===== config.mk =====
export PLATFORM = sky130hd
export DESIGN_NAME = if_else_share_sched_flat
export DESIGN_NICKNAME = d
export VERILOG_FILES = /design/src/rtl/if_else_share_sched_if.sv /design/src/rtl/if_else_share_sched.sv /design/src/flat_wrapper.sv
export SDC_FILE = /design/constraint.sdc
export NUM_CORES = 1
export LEC_CHECK = 0
export CORE_AREA = 2 2 222 224
export DETAILED_ROUTE_END_ITERATION = 10
export DIE_AREA = 0 0 224 226
export PLACE_DENSITY = 0.51
export SLEW_MARGIN = 10
export SYNTH_ARGS = -nofsm -noshare
export SYNTH_HDL_FRONTEND = slang
export SYNTH_SLANG_ARGS = --single-unit

===== constraint.sdc =====
create_clock -name clk -period 10 [get_ports clk]
set_clock_uncertainty 0.15 [all_clocks]
set_input_delay 3 -clock clk [delete_from_list [all_inputs] [get_ports clk]]
set_output_delay 3 -clock clk [all_outputs]
set_load 0.02 [all_outputs]

===== src/rtl/if_else_share_sched_if.sv =====
// rtl/if_else_share_sched_if.sv - requester, unit and response bus of the shared if/else scheduler
interface if_else_share_sched_if #(
   parameter int NUM_REQ = 4,
   parameter int DATA_W  = 32,
   parameter int ID_W    = 2
);
   logic [NUM_REQ-1:0]        req_valid;
   logic [NUM_REQ-1:0]        req_ready;
   logic [NUM_REQ*DATA_W-1:0] req_input_bit;
   logic [NUM_REQ*DATA_W-1:0] req_if_data;
   logic [NUM_REQ*DATA_W-1:0] req_else_data;
   logic [DATA_W-1:0]         unit_input_bit;
   logic [DATA_W-1:0]         unit_if_data;
   logic [DATA_W-1:0]         unit_else_data;
   logic [DATA_W-1:0]         unit_result;
   logic                      rsp_valid;
   logic                      rsp_ready;
   logic [DATA_W-1:0]         rsp_data;
   logic [ID_W-1:0]           rsp_id;
   logic                      busy;
   logic [15:0]               done_count;

   // requester / unit / consumer side
   modport master (
      output req_valid, req_input_bit, req_if_data, req_else_data, unit_result, rsp_ready,
      input  req_ready, unit_input_bit, unit_if_data, unit_else_data,
             rsp_valid, rsp_data, rsp_id, busy, done_count
   );

   // scheduler side
   modport slave (
      input  req_valid, req_input_bit, req_if_data, req_else_data, unit_result, rsp_ready,
      output req_ready, unit_input_bit, unit_if_data, unit_else_data,
             rsp_valid, rsp_data, rsp_id, busy, done_count
   );
endinterface


===== src/rtl/if_else_share_sched.sv =====
// rtl/if_else_share_sched.sv - round-robin scheduler sharing one if/else evaluation unit
module if_else_share_sched #(
   parameter int NUM_REQ  = 4,
   parameter int DATA_W   = 32,
   parameter int UNIT_LAT = 2,
   parameter int ID_W     = 2
) (
   input logic                clk,
   input logic                reset,
   if_else_share_sched_if.slave bus
);
   localparam int CNT_W = (UNIT_LAT < 2) ? 1 : $clog2(UNIT_LAT + 1);

   typedef enum logic [1:0] {
      S_IDLE = 2'd0,
      S_WAIT = 2'd1,
      S_RESP = 2'd2
   } state_t;

   state_t            state;
   logic [ID_W-1:0]   rr_ptr;
   logic [CNT_W-1:0]  wait_cnt;
   logic [DATA_W-1:0] unit_ib_q;
   logic [DATA_W-1:0] unit_if_q;
   logic [DATA_W-1:0] unit_else_q;
   logic              rsp_valid_q;
   logic [DATA_W-1:0] rsp_data_q;
   logic [ID_W-1:0]   rsp_id_q;
   logic              busy_q;
   logic [15:0]       done_cnt;

   logic              grant_any;
   logic [ID_W-1:0]   grant_id;
   logic [ID_W-1:0]   scan_id;
   logic [ID_W-1:0]   next_ptr;

   // first pending requester at or after rr_ptr, wrapping around NUM_REQ
   always_comb begin
      grant_any = 1'b0;
      grant_id  = '0;
      scan_id   = '0;
      for (int k = 0; k < NUM_REQ; k++) begin
         scan_id = ID_W'((int'(rr_ptr) + k) % NUM_REQ);
         if (!grant_any && bus.req_valid[scan_id]) begin
            grant_any = 1'b1;
            grant_id  = scan_id;
         end
      end
   end

   assign next_ptr = (grant_id == ID_W'(NUM_REQ - 1)) ? '0 : grant_id + ID_W'(1);

   // grant only while idle and out of reset, so accept is exactly valid & ready in IDLE
   assign bus.req_ready = (state == S_IDLE && !reset && grant_any)
                          ? (NUM_REQ'(1) << grant_id) : '0;

   assign bus.unit_input_bit = unit_ib_q;
   assign bus.unit_if_data   = unit_if_q;
   assign bus.unit_else_data = unit_else_q;
   assign bus.rsp_valid      = rsp_valid_q;
   assign bus.rsp_data       = rsp_data_q;
   assign bus.rsp_id         = rsp_id_q;
   assign bus.busy           = busy_q;
   assign bus.done_count     = done_cnt;

   // scheduler FSM: accept, hold operands for UNIT_LAT cycles, present response until taken
   always_ff @(posedge clk or posedge reset) begin
      if (reset) begin
         state       <= S_IDLE;
         rr_ptr      <= '0;
         wait_cnt    <= '0;
         unit_ib_q   <= '0;
         unit_if_q   <= '0;
         unit_else_q <= '0;
         rsp_valid_q <= 1'b0;
         rsp_data_q  <= '0;
         rsp_id_q    <= '0;
         busy_q      <= 1'b0;
         done_cnt    <= '0;
      end else begin
         case (state)
            S_IDLE: begin
               if (grant_any) begin
                  unit_ib_q   <= bus.req_input_bit[grant_id*DATA_W +: DATA_W];
                  unit_if_q   <= bus.req_if_data[grant_id*DATA_W +: DATA_W];
                  unit_else_q <= bus.req_else_data[grant_id*DATA_W +: DATA_W];
                  rsp_id_q    <= grant_id;
                  wait_cnt    <= CNT_W'(UNIT_LAT);
                  busy_q      <= 1'b1;
                  rr_ptr      <= next_ptr;
                  state       <= S_WAIT;
               end
            end
            S_WAIT: begin
               // last wait cycle: the unit output now reflects the held operands
               if (wait_cnt == CNT_W'(1)) begin
                  rsp_data_q  <= bus.unit_result;
                  rsp_valid_q <= 1'b1;
                  state       <= S_RESP;
               end
               wait_cnt <= wait_cnt - CNT_W'(1);
            end
            S_RESP: begin
               if (bus.rsp_ready) begin
                  rsp_valid_q <= 1'b0;
                  busy_q      <= 1'b0;
                  done_cnt    <= done_cnt + 16'd1;
                  state       <= S_IDLE;
               end
            end
            default: state <= S_IDLE;
         endcase
      end
   end
endmodule

===== src/flat_wrapper.sv =====
// flat-port wrapper written by rule: the top's interface ports become plain ports
module if_else_share_sched_flat 
#(
   parameter int NUM_REQ  = 4,
   parameter int DATA_W   = 32,
   parameter int UNIT_LAT = 2,
   parameter int ID_W     = 2
)
  (clk, reset, bus_req_valid, bus_req_input_bit, bus_req_if_data, bus_req_else_data, bus_unit_result, bus_rsp_ready, bus_req_ready, bus_unit_input_bit, bus_unit_if_data, bus_unit_else_data, bus_rsp_valid, bus_rsp_data, bus_rsp_id, bus_busy, bus_done_count);
  if_else_share_sched_if #(.NUM_REQ(NUM_REQ), .DATA_W(DATA_W), .ID_W(ID_W)) bus_i ();
  input logic clk;
  input logic reset;
  input wire logic [$bits(bus_i.req_valid)-1:0] bus_req_valid;
  input wire logic [$bits(bus_i.req_input_bit)-1:0] bus_req_input_bit;
  input wire logic [$bits(bus_i.req_if_data)-1:0] bus_req_if_data;
  input wire logic [$bits(bus_i.req_else_data)-1:0] bus_req_else_data;
  input wire logic [$bits(bus_i.unit_result)-1:0] bus_unit_result;
  input wire logic [$bits(bus_i.rsp_ready)-1:0] bus_rsp_ready;
  output wire logic [$bits(bus_i.req_ready)-1:0] bus_req_ready;
  output wire logic [$bits(bus_i.unit_input_bit)-1:0] bus_unit_input_bit;
  output wire logic [$bits(bus_i.unit_if_data)-1:0] bus_unit_if_data;
  output wire logic [$bits(bus_i.unit_else_data)-1:0] bus_unit_else_data;
  output wire logic [$bits(bus_i.rsp_valid)-1:0] bus_rsp_valid;
  output wire logic [$bits(bus_i.rsp_data)-1:0] bus_rsp_data;
  output wire logic [$bits(bus_i.rsp_id)-1:0] bus_rsp_id;
  output wire logic [$bits(bus_i.busy)-1:0] bus_busy;
  output wire logic [$bits(bus_i.done_count)-1:0] bus_done_count;
  assign bus_i.req_valid = bus_req_valid;
  assign bus_i.req_input_bit = bus_req_input_bit;
  assign bus_i.req_if_data = bus_req_if_data;
  assign bus_i.req_else_data = bus_req_else_data;
  assign bus_i.unit_result = bus_unit_result;
  assign bus_i.rsp_ready = bus_rsp_ready;
  assign bus_req_ready = bus_i.req_ready;
  assign bus_unit_input_bit = bus_i.unit_input_bit;
  assign bus_unit_if_data = bus_i.unit_if_data;
  assign bus_unit_else_data = bus_i.unit_else_data;
  assign bus_rsp_valid = bus_i.rsp_valid;
  assign bus_rsp_data = bus_i.rsp_data;
  assign bus_rsp_id = bus_i.rsp_id;
  assign bus_busy = bus_i.busy;
  assign bus_done_count = bus_i.done_count;
  if_else_share_sched #(.NUM_REQ(NUM_REQ), .DATA_W(DATA_W), .UNIT_LAT(UNIT_LAT), .ID_W(ID_W)) u_core (.clk(clk), .reset(reset), .bus(bus_i));
endmodule

==> flow_metrics.tcl <==
set metrics [dict create \
    status "finished, final reports clean" \
    clk_latency_ns 0.47 \
    final.setup.tns_ns 0 \
    post_route_cells_drive_above_1_share_pct 6.45 \
    floorplan.initialDensity_pct 15.9 \
    cts_sinks 154 \
    r2r_slack_ns 7.04 \
    ys_ff_latch 154 \
    ctsHoldBuffers 0 \
    vias_per_cell 4.39 \
    antenna_found_initial 0 \
    p_leak_nw 6.32 \
    synthFlopType "dfrtp_1" \
    yosys.cell_types.count 42 \
    nets 1608 \
    maxCapViolations 0 \
    cts_buffers 17 \
    crit_end "bus_req_ready[2]" \
    finalCriticalPeriod_ns 8.49 \
    endpoint_kind "output port" \
    rsz0062_at_grt "no" \
    drt_first_pass_iters 5 \
    power_frac_seq_pct 27.9 \
    crit_path_max_fanout 10 \
    worst_setup_path_start_kind "primary input" \
    grt_pass1_vias 8407 \
    drc 0 \
    layout_common_cells "clkdlybuf4s50_1 (574), dfrtp_1 (154), a22o_1 (96), a21o_1 (96), a221o_1 (96)" \
    netSwitchingPower_mw 1.44 \
    fin_crit_sh_pct 84.9 \
    core-area_sq_um 48300 \
    ys_warn_count 0 \
    dp_slack_ns 1.52 \
    tritoncts "yes" \
    clock_path_buffers 2 \
    setup-violations-final 0 \
    clkPwrFrac_pct 16.1 \
    syn_area_per_cell_sq_um 12.0 \
    fmax_mhz 118 \
    grt.overflow.total 0 \
    diodes 0 \
    grt_max_degree 98 \
    hp-class "reg2reg" \
    syn_nets 1066 \
    timing.final.ws_setup_ns 1.51 \
    path_clk_slew_ns 0.06 \
    design_area_sq_um 14600 \
    final_common_cell "clkdlybuf4s50_1" \
    critPathLaunch "bus_req_valid[0]" \
    grt_pass1_wl_um 53200 \
    dr.first_iter.drc_count 331 \
    place.gp.congestion 0.766 \
    placed_cells 1785 \
    p_int_mw 2.42 \
    post_cts_buffers 0 \
    finalHoldViolations 0 \
    dieHeight_um 226 \
    placed_area_sq_um 14000 \
    fin_hold_ws_ns 0.319 \
    htreeDepth 4 \
    crit_type "in2out" \
    p_sw_share_pct 37.4 \
    arrival_ns 5.34 \
    ir_drop_v 0.000104 \
    drv_slew 0 \
    die_w_um 224 \
    final_core_util_pct 30.1 \
    die_area_sq_um 50600 \
    syn_area_sq_um 7700 \
    ios 575 \
    final_cells 1815 \
    r2r_start "u_core.state[0]" \
    slew_headroom_pct 36.3 \
    powerDensity_nw_per_um2 265 \
    io_buffer_count 574 \
    rows 81 \
    r2r-end "u_core.bus.unit_input_bit[31]" \
    vias 7973 \
    synthArstFlopShare_pct 100 \
    cp_data_required_time_ns 6.85 \
    worst_pin_slew_ns 0.956 \
    drt_wl_total_um 37100 \
    wl_per_cell_um 20.5 \
    root_buffer "clkbuf_16" \
    syn_inst 640 \
    dp_hpwl_um 27300 \
    reg2regPathDepth 6 \
    syn_to_final_growth_pct 89.0 \
    combPwrFrac_pct 55.9 \
    power.total_mw 3.86 \
    ant_nets 0 \
    grtUsageTotal_pct 14.2 \
    synth_seq_area_share_pct 50.0 \
    cts_resized 0 \
    synth-edff-count 0 \
    holdCritStartpoint "u_core.bus.done_count[15]" \
]
registers in the layout, summed over array words and instances (netlist names):
register / cells
u_core.bus.busy: 1
u_core.bus.done_count: 16
u_core.bus.rsp_data: 32
u_core.bus.rsp_id: 2
u_core.bus.rsp_valid: 1
u_core.bus.unit_else_data: 32
u_core.bus.unit_if_data: 32
u_core.bus.unit_input_bit: 32
u_core.rr_ptr: 2
u_core.state: 2
u_core.wait_cnt: 2
critical path: stages:
cell,delay [ns]
clkdlybuf4s50_1,0.70
a21oi_1,0.13
o21a_1,0.19
o22ai_2,0.33
inv_1,0.11
ha_1,0.19
nor3b_1,0.13
clkdlybuf4s50_1,0.58
cell families (layout without fill, tap and decap cells):
kind of cell               count (synthesis)  count (layout)  synth area share [%]
adders and majority gates                  3               3                 0.487
AOI/OAI and AO/OA                        311             311                  34.7
muxes                                     33              33                  4.81
DFF                                      154             154                  50.0
xor gates and xnor gates                  15              15                  1.71
and+or+nand+nor                           57              57                  3.93
buffers and inverters                     67             620                  4.31
worst min-delay path by stage:
stage / end / slack, ns / cells after the start
after global routing: u_core.wait_cnt[0] / 0.36 / 1
after floorplan: u_core.wait_cnt[0] / 0.30 / 1
after CTS: u_core.bus.done_count[15] / 0.33 / 1
after detailed placement: u_core.bus.done_count[15] / 0.32 / 1
final: u_core.bus.done_count[15] / 0.32 / 1
after global placement: u_core.bus.rsp_id[0] / 0.31 / 2
synthesized netlist by cell type, types with 2 or more instances:
cell type	number	area share [%]
o22ai_1	2	0.16
nand2b_1	3	0.24
nor3_1	3	0.19
o21ai_0	5	0.32
mux2_2	32	4.7
dfrtp_1	154	50
nor4_1	3	0.24
nand3_1	2	0.13
a22o_1	96	11
clkbuf_1	29	1.4
xor2_1	2	0.23
inv_1	6	0.29
buf_6	7	1.0
ha_1	3	0.49
a221o_1	96	12
a21boi_0	2	0.19
nor2b_1	2	0.16
buf_1	5	0.24
a21o_1	96	9.4
nand2_1	24	1.2
a21oi_1	8	0.52
xnor2_1	13	1.5
buf_2	19	1.2
nor2_1	7	0.34
nand4_1	4	0.32
power groups by stage:
stage                     combinational (mW)  clock [mW]  sequential [mW]
final                                   2.16       0.624             1.08
after global routing                    2.30       0.676             1.11
after CTS                               2.19       0.655             1.08
after detailed placement                2.18           0             1.09
after global placement                  2.16           0             1.08
after floorplan                        0.929           0             1.38
cell type report:
type | count | area, sq um
fillers | 5047 | 33800
repair buffers | 584 | 5820
flip-flops and latches | 154 | 3850
multi-input cells | 419 | 3540
well taps | 622 | 778
clock buffers | 22 | 474
clock inverters | 8 | 63.8
inverters | 6 | 27.5
layer usage:
layer | vias up | part of all wire [%] | routed length (um) | global-route usage (%)
met2 | 348 | 51 | 18900 | 24.7
met1 | 3954 | 39 | 14600 | 16.0
met5 | - | 0 | 0 | 0
li1 | 3637 | - | - | -
met4 | 0 | 1.8 | 653 | 4.99
met3 | 34 | 8.2 | 3040 | 5.17
Power figures use the tool's default switching activity.
